===== src/rtl/strobe_arbiter_if.sv =====
// strobe_arbiter_if: serialised event port between the strobe arbiter and its
// single consumer.
//   ev_valid  master->slave  an event is offered on ev_chan
//   ev_chan   master->slave  channel index of the offered event
//   ev_ready  slave->master  consumer accepts; handshake = ev_valid & ev_ready
interface strobe_arbiter_if #(
    parameter int N = 4
);
    localparam int CHW = $clog2(N);

    logic           ev_valid;
    logic           ev_ready;
    logic [CHW-1:0] ev_chan;

    modport master (output ev_valid, output ev_chan, input  ev_ready);
    modport slave  (input  ev_valid, input  ev_chan, output ev_ready);
endinterface


===== src/rtl/strobe_arbiter.sv =====
// strobe_arbiter: collects one-clock strobes from N channels into saturating
// pending counters and serialises them onto one valid/ready event port with
// round-robin arbitration (at most one event every two cycles).
//   clk        system clock
//   rst        asynchronous reset, active low
//   enable     0 blocks new offers; counting continues
//   strobe_in  per-channel one-clock strobes
//   ev         event port (master side: ev_valid/ev_chan out, ev_ready in)
//   pend_any   registered OR of all pending counters
//   overflow   sticky per-channel "strobe dropped" flags
//   ovf_clr    clears all overflow flags (a same-cycle set wins)

// Per-channel pending counter with saturation and sticky overflow.
module strobe_lane #(
    parameter int CNT_W = 4
) (
    input  logic             clk,
    input  logic             rst,
    input  logic             inc,
    input  logic             dec,
    input  logic             ovf_clr,
    output logic [CNT_W-1:0] cnt,
    output logic             ovf
);
    localparam logic [CNT_W-1:0] CNT_MAX = '1;

    logic [CNT_W-1:0] cnt_q, cnt_d;
    logic             ovf_q, ovf_d;

    always_comb begin
        cnt_d = cnt_q;
        // Clear first so a set in the same cycle overrides it.
        ovf_d = ovf_clr ? 1'b0 : ovf_q;
        if (inc && !dec) begin
            if (cnt_q == CNT_MAX) ovf_d = 1'b1;
            else                  cnt_d = cnt_q + 1'b1;
        end else if (dec && !inc) begin
            // An offer implies cnt >= 1, so this never wraps.
            cnt_d = cnt_q - 1'b1;
        end
    end

    always_ff @(posedge clk or negedge rst) begin
        if (!rst) begin
            cnt_q <= '0;
            ovf_q <= 1'b0;
        end else begin
            cnt_q <= cnt_d;
            ovf_q <= ovf_d;
        end
    end

    assign cnt = cnt_q;
    assign ovf = ovf_q;
endmodule

module strobe_arbiter #(
    parameter int N     = 4,
    parameter int CNT_W = 4
) (
    input  logic                  clk,
    input  logic                  rst,
    input  logic                  enable,
    input  logic [N-1:0]          strobe_in,
    strobe_arbiter_if.master      ev,
    output logic                  pend_any,
    output logic [N-1:0]          overflow,
    input  logic                  ovf_clr
);
    localparam int CHW = $clog2(N);

    typedef enum logic {IDLE, OFFER} state_t;

    state_t                   state_q, state_d;
    logic                     ev_valid_q, ev_valid_d;
    logic [CHW-1:0]           ev_chan_q, ev_chan_d;
    logic [CHW-1:0]           last_grant_q, last_grant_d;
    logic                     pend_any_q, pend_any_d;

    logic [N-1:0][CNT_W-1:0]  cnt;
    logic [N-1:0]             nz;
    logic [N-1:0]             dec;
    logic                     handshake;
    logic                     found;
    logic [CHW-1:0]           pick;
    logic [CHW:0]             scan;

    assign handshake = ev_valid_q && ev.ev_ready;

    for (genvar i = 0; i < N; i++) begin : g_lane
        assign dec[i] = handshake && (ev_chan_q == CHW'(i));
        assign nz[i]  = |cnt[i];

        strobe_lane #(.CNT_W(CNT_W)) u_lane (
            .clk     (clk),
            .rst     (rst),
            .inc     (strobe_in[i]),
            .dec     (dec[i]),
            .ovf_clr (ovf_clr),
            .cnt     (cnt[i]),
            .ovf     (overflow[i])
        );
    end

    // Round-robin pick over the registered counts: first nonzero channel
    // starting at last_grant+1, wrapping modulo N (N need not be a power of 2).
    always_comb begin
        found = 1'b0;
        pick  = '0;
        scan  = '0;
        for (int k = 1; k <= N; k++) begin
            scan = {1'b0, last_grant_q} + (CHW+1)'(k);
            if (scan >= (CHW+1)'(N)) scan = scan - (CHW+1)'(N);
            if (!found && nz[scan[CHW-1:0]]) begin
                found = 1'b1;
                pick  = scan[CHW-1:0];
            end
        end
    end

    always_comb begin
        state_d      = state_q;
        ev_valid_d   = ev_valid_q;
        ev_chan_d    = ev_chan_q;
        last_grant_d = last_grant_q;
        pend_any_d   = |nz;
        case (state_q)
            IDLE: begin
                if (enable && found) begin
                    ev_chan_d  = pick;
                    ev_valid_d = 1'b1;
                    state_d    = OFFER;
                end
            end
            OFFER: begin
                // Offer is held regardless of enable until accepted.
                if (handshake) begin
                    last_grant_d = ev_chan_q;
                    ev_valid_d   = 1'b0;
                    state_d      = IDLE;
                end
            end
            default: begin
                state_d    = IDLE;
                ev_valid_d = 1'b0;
            end
        endcase
    end

    always_ff @(posedge clk or negedge rst) begin
        if (!rst) begin
            state_q      <= IDLE;
            ev_valid_q   <= 1'b0;
            ev_chan_q    <= '0;
            last_grant_q <= CHW'(N-1);
            pend_any_q   <= 1'b0;
        end else begin
            state_q      <= state_d;
            ev_valid_q   <= ev_valid_d;
            ev_chan_q    <= ev_chan_d;
            last_grant_q <= last_grant_d;
            pend_any_q   <= pend_any_d;
        end
    end

    assign ev.ev_valid = ev_valid_q;
    assign ev.ev_chan  = ev_chan_q;
    assign pend_any    = pend_any_q;
endmodule


===== src/flat_wrapper.sv =====
// flat-port wrapper written by rule: the top's interface ports become plain ports
module strobe_arbiter_flat 
#(
    parameter int N     = 4,
    parameter int CNT_W = 4
)
  (clk, rst, enable, strobe_in, pend_any, overflow, ovf_clr, ev_ev_valid, ev_ev_chan, ev_ev_ready);
  strobe_arbiter_if #(.N(N)) ev_i ();
  input  logic clk;
  input  logic rst;
  input  logic enable;
  input  logic [N-1:0] strobe_in;
  output logic pend_any;
  output logic [N-1:0] overflow;
  input  logic ovf_clr;
  output wire logic [$bits(ev_i.ev_valid)-1:0] ev_ev_valid;
  output wire logic [$bits(ev_i.ev_chan)-1:0] ev_ev_chan;
  input wire logic [$bits(ev_i.ev_ready)-1:0] ev_ev_ready;
  assign ev_ev_valid = ev_i.ev_valid;
  assign ev_ev_chan = ev_i.ev_chan;
  assign ev_i.ev_ready = ev_ev_ready;
  strobe_arbiter #(.N(N), .CNT_W(CNT_W)) u_core (.clk(clk), .rst(rst), .enable(enable), .strobe_in(strobe_in), .ev(ev_i), .pend_any(pend_any), .overflow(overflow), .ovf_clr(ovf_clr));
endmodule

===== config.mk =====
export PLATFORM = sky130hd
export DESIGN_NAME = strobe_arbiter_flat
export DESIGN_NICKNAME = d
export VERILOG_FILES = /design/src/rtl/strobe_arbiter_if.sv /design/src/rtl/strobe_arbiter.sv /design/src/flat_wrapper.sv
export SDC_FILE = /design/constraint.sdc
export NUM_CORES = 1
export LEC_CHECK = 0
export CORE_MARGIN = 2
export CORE_UTILIZATION = 25
export CTS_BUF_LIST = sky130_fd_sc_hd__clkbuf_8
export CTS_CLUSTER_DIAMETER = 80
export DETAILED_ROUTE_END_ITERATION = 7
export PLACE_DENSITY = 0.5
export SLEW_MARGIN = 25
export SYNTH_ARGS = -nofsm -noshare
export SYNTH_HDL_FRONTEND = slang
export SYNTH_SLANG_ARGS = --single-unit

===== constraint.sdc =====
create_clock -name clk -period 2.24 [get_ports clk]
set_input_delay 0.336 -clock clk [delete_from_list [all_inputs] [get_ports clk]]
set_output_delay 0.336 -clock clk [all_outputs]
set_load 0.005 [all_outputs]

==> results of run 1 <==
==> Yosys cell counts (all sizes together) <==
| cell type | instances | area [um^2] |
|---|---|---|
| a211o | 1 | 8.760 |
| a211oi | 2 | 15.01 |
| a21o | 5 | 40.04 |
| a21oi | 5 | 25.02 |
| a22oi | 1 | 7.510 |
| and3b | 1 | 12.51 |
| buf | 4 | 30.03 |
| dfrtp | 25 | 625.6 |
| dfstp | 2 | 52.55 |
| fa | 4 | 80.08 |
| ha | 8 | 100.1 |
| inv | 6 | 22.52 |
| mux2 | 10 | 116.4 |
| mux2i | 4 | 40.04 |
| nand2 | 10 | 37.54 |
| nand3 | 4 | 20.02 |
| nand3b | 1 | 7.510 |
| nand4 | 5 | 31.28 |
| nand4b | 2 | 17.52 |
| nor2 | 2 | 7.510 |
| nor2b | 1 | 6.260 |
| nor4 | 2 | 12.51 |
| o21a | 1 | 7.510 |
| o21ai | 2 | 10.01 |
| o22ai | 5 | 31.28 |
| o311ai | 1 | 8.760 |
| o31ai | 1 | 7.510 |
| or2 | 3 | 18.77 |
| or4 | 6 | 60.05 |
| or4b | 1 | 10.01 |
| xor2 | 12 | 105.1 |
==> per-stage QoR <==
stage / instances / total power, mW
2_1_floorplan: 137 / 1.826
3_3_place_gp: 241 / 2.235
3_5_place_dp: 241 / 2.324
4_1_cts: 245 / 2.614
5_1_grt: 245 / 2.828
6_report: 245 / 2.586
==> report_power, final <==
| part | switching (mW) | internal [mW] |
|---|---|---|
| sequential | 0.236 | 0.733 |
| combinational | 0.583 | 0.757 |
| clock | 0.153 | 0.125 |
| total | 0.972 | 1.61 |
==> repair_timing <==
| action | 4_1_cts | 5_1_grt |
|---|---|---|
| setup endpoints to repair | 0 | 1 |
| resized for setup | 0 | 1 |
| hold buffers | 0 | 0 |
==> critical path, stage by stage, from the launching register on <==
cell	delay, ns
dfrtp_1	0.44
or4_4	0.54
or4_4	0.56
and3b_4	0.23
mux2_4	0.29
==> placed cells by master, fill, tap and decap left out, drive strengths merged, types with 3 or more instances in the layout <==
cell type / count
nand4: 5
or4: 6
dfrtp: 25
clkbuf: 3
ha: 8
nand2: 10
or2: 3
a21o: 5
nand3: 4
a21oi: 5
clkdlybuf4s50: 16
mux2: 10
inv: 6
fa: 4
xor2: 12
buf: 17
mux2i: 4
o22ai: 5
==> worst max-delay path by stage <==
stage	start	end	slack, ns	depth (start not counted)
after floorplan	u_core.g_lane[3].u_lane.cnt[1]	u_core.ev.ev_chan[0]	0.11	4
after global placement	ev_ev_ready	u_core.g_lane[0].u_lane.cnt[3]	-0.07	8
after detailed placement	ev_ev_ready	u_core.g_lane[0].u_lane.cnt[3]	-0.16	8
after CTS	u_core.g_lane[3].u_lane.cnt[1]	u_core.ev.ev_chan[0]	0.09	4
after global routing	u_core.g_lane[3].u_lane.cnt[3]	u_core.ev.ev_chan[0]	0.04	4
final	u_core.g_lane[3].u_lane.cnt[3]	u_core.ev.ev_chan[0]	0.08	4
==> sequential cells by signal, indices dropped and copies added, names as in the netlist <==
name                      cells
u_core.g_lane.u_lane.cnt     16
u_core.ev.ev_valid            1
u_core.ev.ev_chan             2
u_core.pend_any               1
u_core.g_lane.u_lane.ovf      4
u_core.last_grant_q           2
u_core.state_q                1
==> cell type report <==
type,instances,area (um^2),share of cell area [%]
Clock buffer,3,41.29,2.087
Clock inverter,1,5.005,0.2530
Inverter,6,22.52,1.139
Multi-Input combinational cell,100,849.6,42.95
Sequential cell,27,678.2,34.28
Tap cell,75,93.84,4.744
Timing Repair Buffer,33,287.8,14.55
==> cells by family (layout without fill, tap and decap cells) <==
kind of cell             count (synthesis)  in the layout
AND/OR/NAND/NOR                         38             38
flip-flops                              27             27
AO/OA/AOI/OAI                           24             24
multiplexers                            14             14
adder cells (fa/ha/maj)                 12             12
XOR/XNOR                                12             12
buffers and inverters                   10             43
==> layer usage <==
layer  routed length, um  share of wire, %  up-vias
li1                    -                 -      572
met1                1531                47      583
met2                1601                49       15
met3                 118               3.6        2
met4                  19              0.58        0
met5                   0                 0        -
==> flow_summary.yaml, run 1 <==
status:
  run_status: "completed"
drt:
  drt-vias-per-instance: 4.784
  drt-initial-drc-count: 30
  totalWireLength_um: 3270
  num_vias: 1172
  wl_per_cell_um: 13.35
  ant_nets: 0
  firstDrtPassIters: 4
  drc: 0
global_route:
  grt_pass1_wl_um: 5513
  grtUsageMet3_pct: 2.982
  grt_pass1_vias: 1184
  antenna_found_initial: 0
  grt_overflow_total: 0
  gr-usage-all-layers_pct: 9.762
  grt_max_degree: 28
  met2_usage_pct: 16.28
  grt_use_met1_pct: 12.52
  busiest_layer: "met2"
setup_path:
  start_kind: "flop"
  crit_required_ns: 2.40
  arrival_ns: 2.32
  timing.rr.start: "u_core.g_lane[3].u_lane.cnt[3]"
  cp-end-kind: "flop"
  reg2reg_slack_ns: 0.08
  cp_max_fo: 4
  worstSetupPathType: "reg -> reg"
  reg2reg_depth: 4
  r2r-end: "u_core.ev.ev_chan[0]"
power:
  peakVddDrop_mv: 0.4425
  p_leak_nw: 0.8541
  pwr_density_cell_nw_per_um2: 1308
sta:
  drv_slew: 0
  worst_clock_skew_ns: 0.002985
  final-setup-viol-count: 0
  slew_headroom_pct: 70.70
  finalCritPeriodShare_pct: 96.46
  fin_crit_ns: 2.161
  worst_pin_slew_ns: 0.4341
  hold_ws_ns: 0.4245
  fmax_mhz: 462.8
  hold_viol: 0
  rsz0062_at_grt: "false"
  fin_setup_tns_ns: 0
  fin_ws_ns: 0.07933
synthesis:
  synth_warnings: 0
  synth_adder_area_share_pct: 11.44
  synth_cells: 137
  syn_area_um2: 1575
  synth_compound_area_share_pct: 10.25
  yosysUniqueCellTypes: 34
  synth_top_family_by_area: "simple AND/OR/NAND/NOR gates"
  avgSynthCellArea_um2: 11.50
  ys_seq_elements: 27
  synth_nets: 158
  ys_seq_area_share_pct: 43.05
  synth-xor-area-share_pct: 6.672
  synthSimpleGateAreaFrac_pct: 15.33
  muxShareOfSynthArea_pct: 9.929
floorplan:
  rows: 28
  die-area_um2: 6952
  io_pins: 17
  die_w_um: 83.38
  die_h_um: 83.38
  fp.coreArea_um2: 5991
  start_util_pct: 26.29
cts:
  h-tree-depth: 1
  clkTransAtPathRegs_ns: 0.09
  cts.sinks: 27
  tritoncts: "yes"
  cts_buffers: 3
  insertion_delay_ns: 0.27
  clk_path_buf_depth: 2
  cts_setup_buffers: 0
  clock-root-buffer: "clkbuf_8"
run:
  cap_violations: 0
placed_design:
  place_hpwl_um: 2596
  placed_area_um2: 1927
  pre_cts_ws_ns: -0.1608
  gp_congestion: 0.7971
  numPortBuffers: 16
cells_and_area:
  fin_nets: 192
  synthToLayoutAreaGrowth_pct: 25.58
  fillers: 596
  postLayoutCellArea_um2: 1978
  layout-drive-gt1-share_pct: 26.47
  fin_util_pct: 33.02
  diodes: 0
min_path:
  hp-class: "in -> async"
(Power assumes the default switching activity.)
==> inputs of run 2 (changes only) <==
--- a/config.mk
+++ b/config.mk
@@ -11,6 +11,7 @@
 export CTS_CLUSTER_DIAMETER = 80
 export DETAILED_ROUTE_END_ITERATION = 7
 export PLACE_DENSITY = 0.5
+export RECOVER_POWER = 25
 export SLEW_MARGIN = 25
 export SYNTH_ARGS = -nofsm -noshare
 export SYNTH_HDL_FRONTEND = slang
==> flow_summary.yaml, run 2 (same netlist as run 1, synthesis figures left out) <==
sta:
  worst_pin_slew_ns: 1.485
  fmax_mhz: 462.8
  finalCritPeriodShare_pct: 96.46
  rsz0062_at_grt: "false"
  drv_slew: 0
  hold_viol: 0
  slew_headroom_pct: 1.015
  worst_clock_skew_ns: 0.002985
  fin_crit_ns: 2.161
  final-setup-viol-count: 0
cts:
  tritoncts: "yes"
  clk_path_buf_depth: 2
  cts_resized: 0
  clock-root-buffer: "clkbuf_8"
  postCtsHoldBufs: 0
  cts_setup_buffers: 0
  insertion_delay_ns: 0.27
  cts_buffers: 3
  clkTransAtPathRegs_ns: 0.09
  h-tree-depth: 1
  cts.sinks: 27
global_route:
  antenna_found_initial: 0
  grt_pass1_vias: 1184
  grt_pass1_wl_um: 5513
  gr-usage-all-layers_pct: 9.762
  grt_overflow_total: 0
  grt_max_degree: 28
floorplan:
  die-area_um2: 6952
  die_w_um: 83.38
  start_util_pct: 26.29
  die_h_um: 83.38
  io_pins: 17
  rows: 28
  fp.coreArea_um2: 5991
power:
  seqPwrFrac_pct: 37.5
  sw_frac_of_total_pct: 37.59
  p_leak_nw: 0.8507
  pwr_density_cell_nw_per_um2: 1309
  internal-power_mw: 1.613
  p_comb_share_pct: 51.8
  switchingPower_uw: 971.8
  clkPwrFrac_pct: 10.7
  peakVddDrop_mv: 0.4425
cells_and_area:
  postLayoutCellArea_um2: 1974
  fin_cells: 245
  layout_commonest_cell: "dfrtp_1"
  final_cell_mix: "dfrtp_1 (25), buf_4 (16), clkdlybuf4s50_1 (15), xor2_1 (12), nand2_1 (10)"
  diodes: 0
  synthToLayoutAreaGrowth_pct: 25.34
  layout-drive-gt1-share_pct: 25.88
  fin_nets: 192
  largest_register_ff_count: 16
setup_path:
  crit_required_ns: 2.40
  crit_path_end: "u_core.ev.ev_chan[0]"
  arrival_ns: 2.32
  r2r-end: "u_core.ev.ev_chan[0]"
  cp_max_fo: 4
  reg2reg_depth: 4
  timing.rr.start: "u_core.g_lane[3].u_lane.cnt[3]"
  start_kind: "flop"
  worstSetupPathType: "reg -> reg"
  critical_path.startpoint: "u_core.g_lane[3].u_lane.cnt[3]"
  reg2reg_slack_ns: 0.08
  cp-end-kind: "flop"
drt:
  drt-vias-per-instance: 4.784
  num_vias: 1172
  drc: 0
  ant_nets: 0
  wl_per_cell_um: 13.36
  drt-initial-drc-count: 30
  firstDrtPassIters: 4
  totalWireLength_um: 3272
placed_design:
  placed_area_um2: 1927
  placed_cells: 241
  gp_congestion: 0.7971
  place_hpwl_um: 2596
  numPortBuffers: 16
status:
  run_status: "completed"
min_path:
  hp-class: "reg -> reg"
run:
  cap_violations: 0
-- run 2: final cells by class --
| type | count | area [um^2] |
|---|---|---|
| Tap cell | 75 | 93.84 |
| Clock inverter | 1 | 5.005 |
| Inverter | 6 | 22.52 |
| Sequential cell | 27 | 678.2 |
| Multi-Input combinational cell | 100 | 849.6 |
| Fill cell | 597 | 4016 |
| Timing Repair Buffer | 33 | 284.0 |
| Clock buffer | 3 | 41.29 |
-- run 2: worst min-delay path by stage --
stage                                         from                        endpoint  slack (ns)  depth (start not counted)
global placement    u_core.g_lane[0].u_lane.cnt[3]  u_core.g_lane[0].u_lane.cnt[3]        0.48                          1
CTS                                            rst  u_core.g_lane[2].u_lane.cnt[3]        0.43                          2
finish              u_core.g_lane[0].u_lane.cnt[3]  u_core.g_lane[0].u_lane.cnt[3]        0.51                          1
detailed placement  u_core.g_lane[0].u_lane.cnt[3]  u_core.g_lane[0].u_lane.cnt[3]        0.50                          1
global route        u_core.g_lane[0].u_lane.cnt[3]  u_core.g_lane[0].u_lane.cnt[3]        0.54                          1
floorplan                                      rst            u_core.ev.ev_chan[0]        0.04                          0
-- run 2: through the flow --
step	utilization (%)	hold slack, ns	worst slack [ns]	TNS [ns]	power (mW)
floorplan	-	0.04041	0.1142	0	1.826
global placement	32.16	0.4783	-0.07203	-0.1165	2.235
detailed placement	32.16	0.5031	-0.1608	-0.3217	2.324
CTS	32.94	0.4332	0.09028	0	2.614
global route	32.96	0.5354	0.04212	0	2.826
finish	32.96	0.5128	0.07933	0	2.585
-- run 2: power groups by stage --
stage               clock network [mW]  logic, mW  registers, mW
finish                           0.277       1.34          0.969
global placement                     0       1.28          0.952
CTS                              0.292       1.36          0.963
global route                     0.314       1.51           1.00
floorplan                            0      0.845          0.982
detailed placement                   0       1.35          0.971
-- run 2: worst max-delay path: stages (launching register included) --
cell and delay (ns):
dfrtp_1 0.44, or4_4 0.54, or4_4 0.56, and3b_4 0.23, mux2_4 0.29
-- run 2: routing by layer --
layer | vias to the layer above | routed length, um | GRT usage, %
met4 | 0 | 19 | 1.937
met2 | 15 | 1600 | 16.28
li1 | 572 | - | -
met3 | 2 | 118 | 2.982
met1 | 583 | 1533 | 12.52
met5 | - | 0 | 0
